[src/rtl/flush_redirect_ctrl_if.sv]
// Signal bundle between the WB/CSR side, the fetch stage and the flush/redirect sequencer.
interface flush_redirect_ctrl_if #(
  parameter int CNT_W = 2
);
  logic             ws_ex;
  logic             ws_ertn;
  logic [31:0]      ex_entry;
  logic [31:0]      ertn_era;
  logic             inst_req_fire;
  logic             inst_resp_fire;
  logic             fs_redirect_ready;
  logic             flush_pipe;
  logic             discard_resp;
  logic             redirect_valid;
  logic [31:0]      redirect_pc;
  logic [CNT_W-1:0] outst_cnt;

  modport master (
    output ws_ex, ws_ertn, ex_entry, ertn_era,
    output inst_req_fire, inst_resp_fire, fs_redirect_ready,
    input  flush_pipe, discard_resp, redirect_valid, redirect_pc, outst_cnt
  );

  modport slave (
    input  ws_ex, ws_ertn, ex_entry, ertn_era,
    input  inst_req_fire, inst_resp_fire, fs_redirect_ready,
    output flush_pipe, discard_resp, redirect_valid, redirect_pc, outst_cnt
  );
endinterface

[src/rtl/flush_redirect_ctrl.sv]
// Flushes the pipeline on a WB exception/ERTN, drops responses of the stale fetch
// stream, then presents the redirect PC until the fetch stage accepts it.
module flush_redirect_ctrl #(
  parameter int MAX_OUTST = 2,
  parameter int CNT_W     = 2
) (
  input  logic                 clk,
  input  logic                 reset,
  flush_redirect_ctrl_if.slave bus
);

  typedef enum logic [1:0] {
    IDLE,
    DRAIN,
    REDIRECT
  } state_t;

  localparam logic [CNT_W-1:0] MAX_CNT = CNT_W'(MAX_OUTST);

  state_t           state;
  logic [CNT_W-1:0] outst_cnt_q;
  logic [CNT_W-1:0] discard_cnt;
  logic [31:0]      redirect_pc_q;

  logic             req_eff;
  logic             resp_eff;
  logic [CNT_W-1:0] outst_next;
  logic [CNT_W-1:0] discard_next;
  logic             event_fire;
  logic [31:0]      target_pc;

  // Counter guards keep the in-flight count inside 0..MAX_OUTST even on illegal traffic.
  always_comb begin
    req_eff      = bus.inst_req_fire && (outst_cnt_q != MAX_CNT);
    resp_eff     = bus.inst_resp_fire && (outst_cnt_q != '0);
    outst_next   = outst_cnt_q + CNT_W'(req_eff) - CNT_W'(resp_eff);
    discard_next = discard_cnt + CNT_W'(bus.inst_req_fire)
                   - CNT_W'(bus.inst_resp_fire && (discard_cnt != '0));
    event_fire   = (state == IDLE) && (bus.ws_ex || bus.ws_ertn);
    target_pc    = bus.ws_ex ? bus.ex_entry : bus.ertn_era;
  end

  always_ff @(posedge clk) begin
    if (reset) begin
      state         <= IDLE;
      outst_cnt_q   <= '0;
      discard_cnt   <= '0;
      redirect_pc_q <= '0;
    end else begin
      outst_cnt_q <= outst_cnt_q + CNT_W'(req_eff) - CNT_W'(resp_eff);
      case (state)
        IDLE: begin
          if (event_fire) begin
            redirect_pc_q <= target_pc;
            if (outst_next != '0) begin
              state       <= DRAIN;
              discard_cnt <= outst_next;
            end else begin
              state <= REDIRECT;
            end
          end
        end
        DRAIN: begin
          discard_cnt <= discard_next;
          if (discard_next == '0) begin
            state <= REDIRECT;
          end
        end
        REDIRECT: begin
          if (bus.fs_redirect_ready) begin
            state <= IDLE;
          end
        end
        default: state <= IDLE;
      endcase
    end
  end

  // The event cycle itself must already kill younger stages and drop its response.
  assign bus.flush_pipe     = event_fire || (state != IDLE);
  assign bus.discard_resp   = bus.inst_resp_fire && (event_fire || (state == DRAIN));
  assign bus.redirect_valid = (state == REDIRECT);
  assign bus.redirect_pc    = redirect_pc_q;
  assign bus.outst_cnt      = outst_cnt_q;

  req_overflow_a: assert property (@(posedge clk) disable iff (reset)
    !(bus.inst_req_fire && (outst_cnt_q == MAX_CNT)));

  resp_underflow_a: assert property (@(posedge clk) disable iff (reset)
    !(bus.inst_resp_fire && (outst_cnt_q == '0)));

endmodule

[src/flat_wrapper.sv]
// flat-port wrapper written by rule: the top's interface ports become plain ports
module flush_redirect_ctrl_flat 
#(
  parameter int MAX_OUTST = 2,
  parameter int CNT_W     = 2
)
  (clk, reset, bus_ws_ex, bus_ws_ertn, bus_ex_entry, bus_ertn_era, bus_inst_req_fire, bus_inst_resp_fire, bus_fs_redirect_ready, bus_flush_pipe, bus_discard_resp, bus_redirect_valid, bus_redirect_pc, bus_outst_cnt);
  flush_redirect_ctrl_if #(.CNT_W(CNT_W)) bus_i ();
  input  logic clk;
  input  logic reset;
  input wire logic [$bits(bus_i.ws_ex)-1:0] bus_ws_ex;
  input wire logic [$bits(bus_i.ws_ertn)-1:0] bus_ws_ertn;
  input wire logic [$bits(bus_i.ex_entry)-1:0] bus_ex_entry;
  input wire logic [$bits(bus_i.ertn_era)-1:0] bus_ertn_era;
  input wire logic [$bits(bus_i.inst_req_fire)-1:0] bus_inst_req_fire;
  input wire logic [$bits(bus_i.inst_resp_fire)-1:0] bus_inst_resp_fire;
  input wire logic [$bits(bus_i.fs_redirect_ready)-1:0] bus_fs_redirect_ready;
  output wire logic [$bits(bus_i.flush_pipe)-1:0] bus_flush_pipe;
  output wire logic [$bits(bus_i.discard_resp)-1:0] bus_discard_resp;
  output wire logic [$bits(bus_i.redirect_valid)-1:0] bus_redirect_valid;
  output wire logic [$bits(bus_i.redirect_pc)-1:0] bus_redirect_pc;
  output wire logic [$bits(bus_i.outst_cnt)-1:0] bus_outst_cnt;
  assign bus_i.ws_ex = bus_ws_ex;
  assign bus_i.ws_ertn = bus_ws_ertn;
  assign bus_i.ex_entry = bus_ex_entry;
  assign bus_i.ertn_era = bus_ertn_era;
  assign bus_i.inst_req_fire = bus_inst_req_fire;
  assign bus_i.inst_resp_fire = bus_inst_resp_fire;
  assign bus_i.fs_redirect_ready = bus_fs_redirect_ready;
  assign bus_flush_pipe = bus_i.flush_pipe;
  assign bus_discard_resp = bus_i.discard_resp;
  assign bus_redirect_valid = bus_i.redirect_valid;
  assign bus_redirect_pc = bus_i.redirect_pc;
  assign bus_outst_cnt = bus_i.outst_cnt;
  flush_redirect_ctrl #(.MAX_OUTST(MAX_OUTST), .CNT_W(CNT_W)) u_core (.clk(clk), .reset(reset), .bus(bus_i));
endmodule
[config.mk]
export PLATFORM = sky130hd
export DESIGN_NAME = flush_redirect_ctrl_flat
export DESIGN_NICKNAME = d
export VERILOG_FILES = /design/src/rtl/flush_redirect_ctrl_if.sv /design/src/rtl/flush_redirect_ctrl.sv /design/src/flat_wrapper.sv
export SDC_FILE = /design/constraint.sdc
export NUM_CORES = 1
export LEC_CHECK = 0
export CAP_MARGIN = 30
export CORE_AREA = 2 2 74 76
export DETAILED_ROUTE_END_ITERATION = 6
export DIE_AREA = 0 0 76 78
export PLACE_DENSITY = 0.79
export SETUP_SLACK_MARGIN = 0.1
export SKIP_CTS_REPAIR_TIMING = 1
export SYNTH_ARGS = -nofsm -noshare
export SYNTH_HDL_FRONTEND = slang
export SYNTH_SLANG_ARGS = --single-unit
[constraint.sdc]
create_clock -name clk -period 2.1 [get_ports clk]
set_input_delay 0.42 -clock clk [delete_from_list [all_inputs] [get_ports clk]]
set_output_delay 0.42 -clock clk [all_outputs]
set_load 0.03 [all_outputs]
==> results.md <==
- Worst path max stage delay: 370 ps
- Commonest cells after routing, fill and taps aside: 102 x clkdlybuf4s50_1, 42 x nor2_1, 36 x dfxtp_1
- Crit share post-route: 0.945
- Syn Inst Count: 194
- Total global routing overflow: 0
- Yosys warns: 0
- Crit path cell chain: o21a_1, ha_1, inv_1, ha_2, xnor3_2, a211o_1, a221oi_2
- Crit path DAT: 2180 ps
- Reg2Reg Launch Point: u_core.bus.outst_cnt[0]
- Synthesized cell area: 1820 sq um
- Clk pwr share: 0.119
- Initial antenna violation count: 0
- Post-DP HPWL: 3500 um
- WS Path Type: flip-flop to flip-flop
- DR WL/cell: 12.6 um
- PnR worst setup slack: 116 ps
- Vias in the first global route: 1,803
- Crit path from: u_core.bus.outst_cnt[0]
- Via Count: 1,770
- Worst-Margin Slew: 401 ps
- Layout area overhead: 71.3%
- Pleak: 0.00130 uW
- Setup violators final: 0
- Max-slew violations: 0
- #FFs+latches synth: 38
- Syn nets: 269
- Design Power: 4040 uW
- Filler Cells Inserted: 452
- Crit path to: u_core.discard_cnt[1]
- Largest net degree at the start of global routing: 39
- Achievable clock frequency: 504 MHz
- CTS buffer count: 5
- Max_slew headroom: 0.732
- Worst Setup End Kind: flip-flop
- Sw Pwr: 1680 uW
- Nets: 377
- Min cycle time layout: 1980 ps
- Syn Area/Cell: 9.36 sq um
- Max Root-Sink Buffers: 2
- # Max-Cap Violations: 0
- CP startpoint kind: flip-flop
- Sequential share of the synthesized area: 0.419
- Synth cell types: 24
- Comb pwr share: 0.600
- CTS tree: yes
- Clk pin slew, worst setup/hold paths: 70 ps
- Drt first pass iters: 4
- Internal power: 2360 uW
- Final Instance Area: 3110 sq um
- Sink Count: 38
- Sw Share: 0.415
- Clock skew: 1.70 ps
- Status: finished, final reports clean
- Rows: 26
- R2r worst-path depth: 7
- Placed cell areas: 3000 sq um
- Die height: 78 um
- Layout cell share with drive strength beyond 1: 0.0897
- Clk_lat worst skew: 280 ps
- Peak VDD IR: 535 uV
- Slowest-stage cell, CP: a211o_1
- FF-to-FF setup slack: 120 ps
- Worst Hold Class: flip-flop to flip-flop
- Leading cell type in the layout, fill and taps excluded: clkdlybuf4s50_1
- Placer Congestion: 0.848
- Aggregate global-route resource usage: 0.165
- # IOs: 108
- Initial DRC count: 24
- Clk root buf: clkbuf_8
- Cell Pwr Density: 1300 nW/um^2
- Die area: 5930 sq um
- Initial Util: 0.360
- Max Fanout on Critical Path: 3
- Sequential share of power: 0.281
- ANT nets after route: 0
- Final hold vios: 0
- Antenna cell count: 0
- Port Buffer Count: 107
- Residual DRC: 0
- Total negative setup slack: 0 ps
- Final WL: 4660 um
- Unrepaired setup endpoints after global routing: true
- Drt via density: 4.77
- Core ar.: 5040 sq um
- Die span in x: 76 um
- Pre-CTS setup slack: -314 ps
- First-pass GRT wire length: 8070 um
- R2R Path End: u_core.discard_cnt[1]
- H-Tree Level Count: 2
- CP Data Required Time: 2300 ps
- Finished Core Util: 0.617
flip-flops by register name, summed over array words and instances (netlist names):
signal	cells
u_core.bus.redirect_pc	32
u_core.bus.outst_cnt	2
u_core.discard_cnt	2
u_core.state	2
layer usage:
metal | vias up | track usage | routed length, um
met5 | - | 0 | 0
met4 | 0 | 0.0436 | 36
li1 | 906 | - | -
met3 | 5 | 0.0570 | 329
met1 | 799 | 0.192 | 1910
met2 | 60 | 0.292 | 2390
power by group through the flow:
stage	combinational (uW)	sequential, uW	clock (uW)
floorplan	1080	1520	0
global placement	2290	1130	0
detailed placement	2330	1150	0
CTS	2340	1130	501
global route	2640	1170	532
finish	2430	1130	481
cell type report:
class	count	area, sq um	area share
repair buffers	117	1180	0.380
multi-input cells	134	973	0.313
well taps	70	87.6	0.0281
flip-flops and latches	38	763	0.245
clock buffers	6	82.6	0.0265
inverters	6	22.5	0.00724
worst min-delay path by stage:
stage                               startpoint                         end  slack, ps  cells after the start
global route             u_core.discard_cnt[1]       u_core.discard_cnt[1]        520                      2
global placement    u_core.bus.redirect_pc[26]  u_core.bus.redirect_pc[26]        480                      2
detailed placement  u_core.bus.redirect_pc[18]  u_core.bus.redirect_pc[18]        490                      2
finish                   u_core.discard_cnt[1]       u_core.discard_cnt[1]        500                      2
floorplan                u_core.discard_cnt[1]       u_core.discard_cnt[1]        470                      2
CTS                 u_core.bus.redirect_pc[18]  u_core.bus.redirect_pc[18]        500                      2
cells by family (layout without fill, tap and decap cells):
group	after synthesis	in the layout	synth area share
XOR/XNOR	3	3	0.0220
adder cells (fa/ha/maj)	4	4	0.0275
flip-flops	38	38	0.419
multiplexers	32	32	0.176
buffers and inverters	22	129	0.0523
AND/OR/NAND/NOR	51	51	0.118
AO/OA/AOI/OAI	44	44	0.185
cell usage after synthesis:
library cell / instances / area share
nor3_4: 1 / 0.0090
nor3b_1: 1 / 0.0041
o311a_1: 1 / 0.0055
ha_1: 4 / 0.028
nor3_1: 1 / 0.0028
a221oi_1: 1 / 0.0048
o21ai_0: 1 / 0.0028
a21boi_0: 1 / 0.0041
a22oi_1: 1 / 0.0041
clkbuf_1: 6 / 0.012
nor2_1: 42 / 0.087
inv_1: 6 / 0.012
o21a_1: 3 / 0.012
a211oi_1: 33 / 0.14
dfxtp_1: 38 / 0.42
a211o_1: 1 / 0.0048
nand2_1: 4 / 0.0083
a2bb2oi_1: 1 / 0.0048
o21ba_2: 1 / 0.0055
buf_2: 10 / 0.028
mux2i_1: 32 / 0.18
nor2b_1: 2 / 0.0069
xnor2_1: 2 / 0.0096
xnor3_1: 1 / 0.012
critical path, delay by kind of cell (launching register included):
family | cells | cell delay [ps]
xor+xnor | 1 | 270
flops | 1 | 330
fa+ha+maj | 2 | 420
buf+inv | 1 | 60
compound gates | 3 | 820
metrics by stage:
stage               std cells  hold WS, ps
floorplan                 194          472
global placement          364          485
detailed placement        364          490
CTS                       370          500
global route              371          516
finish                    371          495
Power figures use the tool's default switching activity.
